`src/rtl/gpio_timer_pkg.sv`:
```
// gpio_timer_pkg: shared constants for the GPIO/timer peripheral.
//   Register offsets (addr[3:0]), STATUS bit positions and the default
//   bus base (addr[15:4]).
package gpio_timer_pkg;

  localparam logic [3:0] REG_OUT       = 4'd0;
  localparam logic [3:0] REG_DIR       = 4'd1;
  localparam logic [3:0] REG_IN        = 4'd2;
  localparam logic [3:0] REG_SET       = 4'd3;
  localparam logic [3:0] REG_CLR       = 4'd4;
  localparam logic [3:0] REG_TIMER     = 4'd5;
  localparam logic [3:0] REG_PRESCALE  = 4'd6;
  localparam logic [3:0] REG_COMPARE   = 4'd7;
  localparam logic [3:0] REG_STATUS    = 4'd8;
  localparam logic [3:0] REG_EDGE_EN   = 4'd9;
  localparam logic [3:0] REG_EDGE_PEND = 4'd10;

  localparam int unsigned STATUS_MATCH_BIT  = 0;
  localparam int unsigned STATUS_EDGE_BIT   = 1;
  localparam int unsigned STATUS_IRQEN_BIT  = 31;

  localparam logic [11:0] BASE_DEF = 12'hFFF;

endpackage

```
`src/rtl/gpio_timer_ctrl_sync_edge.sv`:
```
// gpio_sync_edge: two-flop synchroniser for asynchronous pins, followed by a
// previous-value flop used to detect rising edges.
//   clk, rst      : clock, async active-low reset
//   d_i [W]       : asynchronous inputs
//   sync_o [W]    : synchronised inputs (registered)
//   rise_c_o [W]  : one-cycle rising-edge pulse (combinational)
module gpio_sync_edge #(
  parameter int unsigned W = 16
) (
  input  logic         clk,
  input  logic         rst,
  input  logic [W-1:0] d_i,
  output logic [W-1:0] sync_o,
  output logic [W-1:0] rise_c_o
);

  logic [W-1:0] meta_q, sync_q, prev_q;

  // Synchroniser chain plus one history stage.
  always_ff @(posedge clk or negedge rst) begin
    if (!rst) begin
      meta_q <= '0;
      sync_q <= '0;
      prev_q <= '0;
    end else begin
      meta_q <= d_i;
      sync_q <= meta_q;
      prev_q <= sync_q;
    end
  end

  assign sync_o   = sync_q;
  assign rise_c_o = sync_q & ~prev_q;

endmodule

```
`src/rtl/gpio_timer_ctrl.sv`:
```
// gpio_timer_ctrl: GPIO + prescaled timer peripheral on the simple register bus.
//   clk, rst (async active-low), wea/addr/din write port, dout combinational
//   read data; gpio_o/gpio_oe pin drive, gpio_i async pin inputs; irq level.
//   Optional feature macro: GPIO_TIMER_EDGE_IRQ_EN builds edge detect,
//   EDGE_EN, EDGE_PEND and STATUS.EDGE_ANY.
module gpio_timer_ctrl
  import gpio_timer_pkg::*;
#(
  parameter int unsigned GPIO_W       = 16,
  parameter int unsigned TIMER_W      = 32,
  parameter int unsigned PRESCALE_DEF = 48000,
  parameter logic [11:0] BASE         = BASE_DEF
) (
  input  logic              clk,
  input  logic              rst,
  input  logic              wea,
  input  logic [15:0]       addr,
  input  logic [31:0]       din,
  output logic [31:0]       dout,
  output logic [GPIO_W-1:0] gpio_o,
  output logic [GPIO_W-1:0] gpio_oe,
  input  logic [GPIO_W-1:0] gpio_i,
  output logic              irq
);

  logic              sel, wr;
  logic [3:0]        ra;
  logic              wr_timer, wr_prescale, wr_status;
  logic [GPIO_W-1:0] din_g, in_sync, rise;
  logic [TIMER_W-1:0] din_t, timer_inc;
  logic [GPIO_W-1:0] out_q, out_d, dir_q, dir_d;
  logic [TIMER_W-1:0] timer_q, timer_d, compare_q, compare_d;
  logic [31:0]       prescale_q, prescale_d, pc_q, pc_d;
  logic              match_q, match_d, irq_en_q, irq_en_d, irq_q, irq_d;
  logic              tick, match_set, edge_any;

  assign sel         = (addr[15:4] == BASE);
  assign wr          = wea & sel;
  assign ra          = addr[3:0];
  assign wr_timer    = wr && (ra == REG_TIMER);
  assign wr_prescale = wr && (ra == REG_PRESCALE);
  assign wr_status   = wr && (ra == REG_STATUS);
  assign din_g       = din[GPIO_W-1:0];
  assign din_t       = din[TIMER_W-1:0];

  gpio_sync_edge #(.W(GPIO_W)) u_sync (
    .clk      (clk),
    .rst      (rst),
    .d_i      (gpio_i),
    .sync_o   (in_sync),
    .rise_c_o (rise)
  );

  // Prescaler tick: PRESCALE == 0 halts the timer entirely.
  assign tick      = (prescale_q != 32'd0) && (pc_q == prescale_q - 32'd1);
  assign timer_inc = timer_q + TIMER_W'(1);
  // A software TIMER write suppresses the tick, so it can never raise MATCH.
  assign match_set = tick && !wr_timer && (timer_inc == compare_q);

  // Next-state for bus registers, prescaler, timer and status.
  always_comb begin
    out_d      = out_q;
    dir_d      = dir_q;
    compare_d  = compare_q;
    prescale_d = prescale_q;
    irq_en_d   = irq_en_q;
    timer_d    = timer_q;
    pc_d       = pc_q + 32'd1;
    match_d    = match_q;
    if (wr) begin
      case (ra)
        REG_OUT:      out_d      = din_g;
        REG_DIR:      dir_d      = din_g;
        REG_SET:      out_d      = out_q | din_g;
        REG_CLR:      out_d      = out_q & ~din_g;
        REG_COMPARE:  compare_d  = din_t;
        REG_PRESCALE: prescale_d = din;
        REG_STATUS:   irq_en_d   = din[STATUS_IRQEN_BIT];
        default:      ;
      endcase
    end
    if (wr_prescale || (prescale_q == 32'd0) || tick) pc_d = 32'd0;
    if (wr_timer)  timer_d = din_t;
    else if (tick) timer_d = timer_inc;
    // Set beats W1C.
    if (match_set)                              match_d = 1'b1;
    else if (wr_status && din[STATUS_MATCH_BIT]) match_d = 1'b0;
    irq_d = irq_en_q & (match_q | edge_any);
  end

  always_ff @(posedge clk or negedge rst) begin
    if (!rst) begin
      out_q      <= '0;
      dir_q      <= '0;
      timer_q    <= '0;
      compare_q  <= '0;
      prescale_q <= 32'(PRESCALE_DEF);
      pc_q       <= '0;
      match_q    <= 1'b0;
      irq_en_q   <= 1'b0;
      irq_q      <= 1'b0;
    end else begin
      out_q      <= out_d;
      dir_q      <= dir_d;
      timer_q    <= timer_d;
      compare_q  <= compare_d;
      prescale_q <= prescale_d;
      pc_q       <= pc_d;
      match_q    <= match_d;
      irq_en_q   <= irq_en_d;
      irq_q      <= irq_d;
    end
  end

`ifdef GPIO_TIMER_EDGE_IRQ_EN
  logic [GPIO_W-1:0] edge_en_q, edge_en_d, edge_pend_q, edge_pend_d;
  logic              wr_edge_en, wr_edge_pend;

  assign wr_edge_en   = wr && (ra == REG_EDGE_EN);
  assign wr_edge_pend = wr && (ra == REG_EDGE_PEND);

  // Rising edges latch regardless of EDGE_EN; a new edge beats W1C.
  always_comb begin
    edge_en_d   = wr_edge_en ? din_g : edge_en_q;
    edge_pend_d = (edge_pend_q & ~(wr_edge_pend ? din_g : '0)) | rise;
  end

  always_ff @(posedge clk or negedge rst) begin
    if (!rst) begin
      edge_en_q   <= '0;
      edge_pend_q <= '0;
    end else begin
      edge_en_q   <= edge_en_d;
      edge_pend_q <= edge_pend_d;
    end
  end

  assign edge_any = |(edge_pend_q & edge_en_q);
`else
  logic unused_rise;
  assign unused_rise = ^rise;
  assign edge_any    = 1'b0;
`endif

  // Read mux; unselected or unmapped addresses read 0.
  always_comb begin
    dout = '0;
    if (sel) begin
      case (ra)
        REG_OUT:      dout = 32'(out_q);
        REG_DIR:      dout = 32'(dir_q);
        REG_IN:       dout = 32'(in_sync);
        REG_TIMER:    dout = 32'(timer_q);
        REG_PRESCALE: dout = prescale_q;
        REG_COMPARE:  dout = 32'(compare_q);
        REG_STATUS: begin
          dout[STATUS_MATCH_BIT] = match_q;
          dout[STATUS_EDGE_BIT]  = edge_any;
          dout[STATUS_IRQEN_BIT] = irq_en_q;
        end
`ifdef GPIO_TIMER_EDGE_IRQ_EN
        REG_EDGE_EN:   dout = 32'(edge_en_q);
        REG_EDGE_PEND: dout = 32'(edge_pend_q);
`endif
        default:      dout = '0;
      endcase
    end
  end

  assign gpio_o  = out_q;
  assign gpio_oe = dir_q;
  assign irq     = irq_q;

endmodule

```
`config.mk`:
```
export PLATFORM = sky130hd
export DESIGN_NAME = gpio_timer_ctrl
export DESIGN_NICKNAME = d
export VERILOG_FILES = /design/src/rtl/gpio_timer_pkg.sv /design/src/rtl/gpio_timer_ctrl_sync_edge.sv /design/src/rtl/gpio_timer_ctrl.sv
export SDC_FILE = /design/constraint.sdc
export NUM_CORES = 1
export LEC_CHECK = 0
export ABC_CLOCK_PERIOD_IN_PS = 5400
export CORE_ASPECT_RATIO = 1.4
export CORE_MARGIN = 8
export CORE_UTILIZATION = 65
export CTS_BUF_LIST = sky130_fd_sc_hd__clkbuf_2 sky130_fd_sc_hd__clkbuf_4 sky130_fd_sc_hd__clkbuf_8
export CTS_CLUSTER_SIZE = 14
export DETAILED_ROUTE_END_ITERATION = 10
export DONT_BUFFER_PORTS = 1
export HOLD_SLACK_MARGIN = 0.02
export PLACE_DENSITY = 0.9
export SLEW_MARGIN = 20
export SYNTH_ARGS = -nofsm -noshare
export SYNTH_HDL_FRONTEND = slang
export SYNTH_SLANG_ARGS = --single-unit
```
`constraint.sdc`:
```
create_clock -name clk -period 5.4 [get_ports clk]
set_clock_uncertainty 0.2 [all_clocks]
set_input_delay 0.81 -clock clk [delete_from_list [all_inputs] [get_ports clk]]
set_output_delay 0.81 -clock clk [all_outputs]
set_load 0.03 [all_outputs]
```
==> run_results.csv <==
group,metric,value,unit
timing,setup_ws,1.357,ns
setup_path,rr_startpoint,"prescale_q[0]",
clock_tree,numCtsBuffers,17,
clock_tree,cts-htree-levels,4,
synthesis,ys_seq_area_share,41.66,%
setup_path,crit_end,"timer_q[30]",
setup_path,r2r_slack,1.36,ns
synthesis,syn-num-nets,1272,
finish,area_growth,4.052,%
power_and_ir_drop,vdd_drop_max,0.0002855,V
setup_path,cp_common_cell,"buf_4",
detailed_routing,antenna_left,0,
timing,setup_viol,0,
synthesis,ys_ff_latch,195,
detailed_routing,drtPass1Iterations,6,
timing,tightest_slew,0.9821,ns
timing,hold_slack,0.1017,ns
detailed_routing,drt_iter0_markers,1218,
finish,layout_common_cells,"dfrtp_1 (188), nor2_1 (109), mux2_2 (92)",
synthesis,netlist_area,11730,sq um
setup_path,end_kind,"flop",
detailed_routing,drc,0,
placed_design,place.gp.congestion,1.021,
die,initial_utilization,65.73,%
clock_tree,cts_max_path_buffers,2,
placed_design,port-buffer-count,0,
timing,slew_headroom,34.38,%
synthesis,syn_avg_cell_area,9.770,sq um
setup_path,path_class,"flop to flop",
power_and_ir_drop,p_leak,5.191,nW
placed_design,placed_area,11790,sq um
timing,setup_tns,0,ns
power_and_ir_drop,totalPowerFinal,2.483,mW
clock_tree,cts_tree,"yes",
finish,utilization,68.39,%
setup_path,crit_path_start,"prescale_q[0]",
finish,final_nets,1217,
clock_tree,path_clk_slew,0.11,ns
placed_design,dp_hpwl,26.10,mm
synthesis,yosysWarningCount,0,
detailed_routing,num_vias,10053,
flow_run,cap_viol_max_count,0,
timing,fin_crit_sh,74.87,%
clock_tree,cts_sinks,195,
timing,rsz0062_at_grt,"false",
clock_tree,cts_resized,0,
setup_path,r2r_cells,12,
synthesis,synthFlopType,"dfrtp_1",
finish,final_common_cell,"dfrtp_1",
detailed_routing,wl,36.06,mm
timing,fmax,247.4,MHz
setup_path,cp_num_cells,12,
detailed_routing,avgViaCountPerCell,7.186,
clock_tree,cts_post_setup_buffers_inserted,0,
setup_path,r2r-end,"timer_q[30]",
die,coreArea,17850,sq um
global_routing,antenna_found_initial,0,
timing,finalHoldViolations,0,
power_and_ir_drop,power_per_cell_area,203.4,nW/um^2
placed_design,placedCellCount,1365,
placed_design,post-place-ws,1.438,ns
global_routing,grt_pass1_wl,55.76,mm
detailed_routing,routedWlPerCell,25.77,um
synthesis,ys_types,73,
global_routing,grt_util_all_layers,32.06,%
finish,design_area,12210,sq um
setup_path,critical-path-top-delay-family,"simple AND/OR/NAND/NOR gates",
setup_path,crit_buf_inv,3,
timing,slew_violations,0,
setup_path,crit_arrival,4.24,ns
setup_path,path_max_fanout,57,
synthesis,synth_area_leader_cell,"dfrtp_1",
die,top_level_ports,132,
finish,final_cells,1399,
global_routing,grt_max_degree,196,
setup_path,start_kind,"flop",
synthesis,synth_edf_count,0,
synthesis,synth_top_area_share,40.09,%
synthesis,synthArstFlopShare,100.0,%
clock_tree,root_buffer,"clkbuf_8",
setup_path,worst_path_largest_cell_delay,0.53,ns
timing,layout_min_cycle_time,4.043,ns
setup_path,worst_path_max_delay_cell,"dfrtp_1",
synthesis,synth_cells,1201,
die,fp.dieW,129.6,um
clock_tree,clk_latency,0.49,ns
setup_path,cp_data_required_time,5.60,ns
die,dieArea,22670,sq um
global_routing,overflow,0,
hold_path,hp-class,"primary input to async pin",
global_routing,grt_pass1_vias,9720,
outcome,run_status,"completed",
setup_path,worstPathCellList,"inv_1 -> ha_1 -> nor3b_1 -> buf_4 -> nand2_1 -> a2111o_1 -> a221o_1 -> nor4_2 -> nand4b_4 -> buf_4 -> or4_1 -> a31oi_1",
synthesis,synthTopCellsByArea,"dfrtp_1 (40%), mux2_2 (8.8%), xnor2_1 (5.2%)",
die,fp.dieH,175.0,um
finish,n_antenna_cell,0,
die,rows,58,
finish,drive_gt1_share,14.84,%
==> synth_stat cells, drive strengths merged, types with 4 or more instances <==
cell type	count
nand4	28
nand3b	5
o21ai	37
and4	8
nor2b	6
o31ai	35
o221ai	4
nand3	40
mux2	92
o211a	4
nor3	25
nand2	54
nor3b	5
and4b	6
or3	12
nand2b	8
o41ai	5
or4	39
and2	7
or2	4
o211ai	6
nand4b	11
nor2	109
a21oi	9
and3	17
nor4	28
buf	18
a21boi	4
a41oi	4
a31oi	51
dfstp	7
a211oi	4
clkbuf	77
a22oi	64
ha	4
xnor2	69
a22o	16
inv	16
dfrtp	188
xor2	41
==> final cells by class <==
type	count	area [sq um]
inverters	16	60.06
fillers	1362	5643
repair buffers	21	180.2
flip-flops and latches	195	4888
well taps	240	300.3
multi-input cells	895	6402
clock inverters	15	143.9
clock buffers	17	234.0
==> where the power goes <==
group	leakage [nW]	internal, mW	switching, mW
Combinational	2.54	0.0242	0.0566
Sequential	2.46	1.47	0.00544
Clock	0.190	0.341	0.584
==> sequential cells by signal, indices dropped and copies added, names as in the netlist <==
name / flops
irq: 1
gpio_o: 16
gpio_oe: 16
u_sync.meta_q: 16
u_sync.sync_o: 16
prescale_q: 32
timer_q: 32
match_q: 1
pc_q: 32
compare_q: 32
irq_en_q: 1
==> cell families after synthesis <==
group	after synthesis	share of synthesized area (%)
and+or+nand+nor	421	20.41
xor gates and xnor gates	110	8.211
muxes	95	9.192
DFF	195	41.66
buffers and inverters	111	3.956
AOI/OAI and AO/OA	265	16.14
adders and majority gates	4	0.4265
==> routing by layer <==
metal / wire (um) / up-vias / track usage (%)
li1: - / 4416 / -
met1: 12590 / 4904 / 37.16
met2: 17000 / 605 / 50.96
met3: 4112 / 128 / 10.28
met4: 2352 / 0 / 18.50
met5: 0 / - / 0
==> worst min path at each step <==
stage	from	end	slack, ns	cells past startpoint
final	rst	compare_q[5]	0.10	1
after global routing	gpio_i[10]	u_sync.meta_q[10]	0.12	0
after CTS	rst	compare_q[5]	-0.20	0
after detailed placement	u_sync.meta_q[5]	u_sync.sync_o[5]	0.13	0
after global placement	u_sync.meta_q[1]	u_sync.sync_o[1]	0.13	0
after floorplan	u_sync.meta_q[0]	u_sync.sync_o[0]	0.13	0
Power figures use the tool's default switching activity.
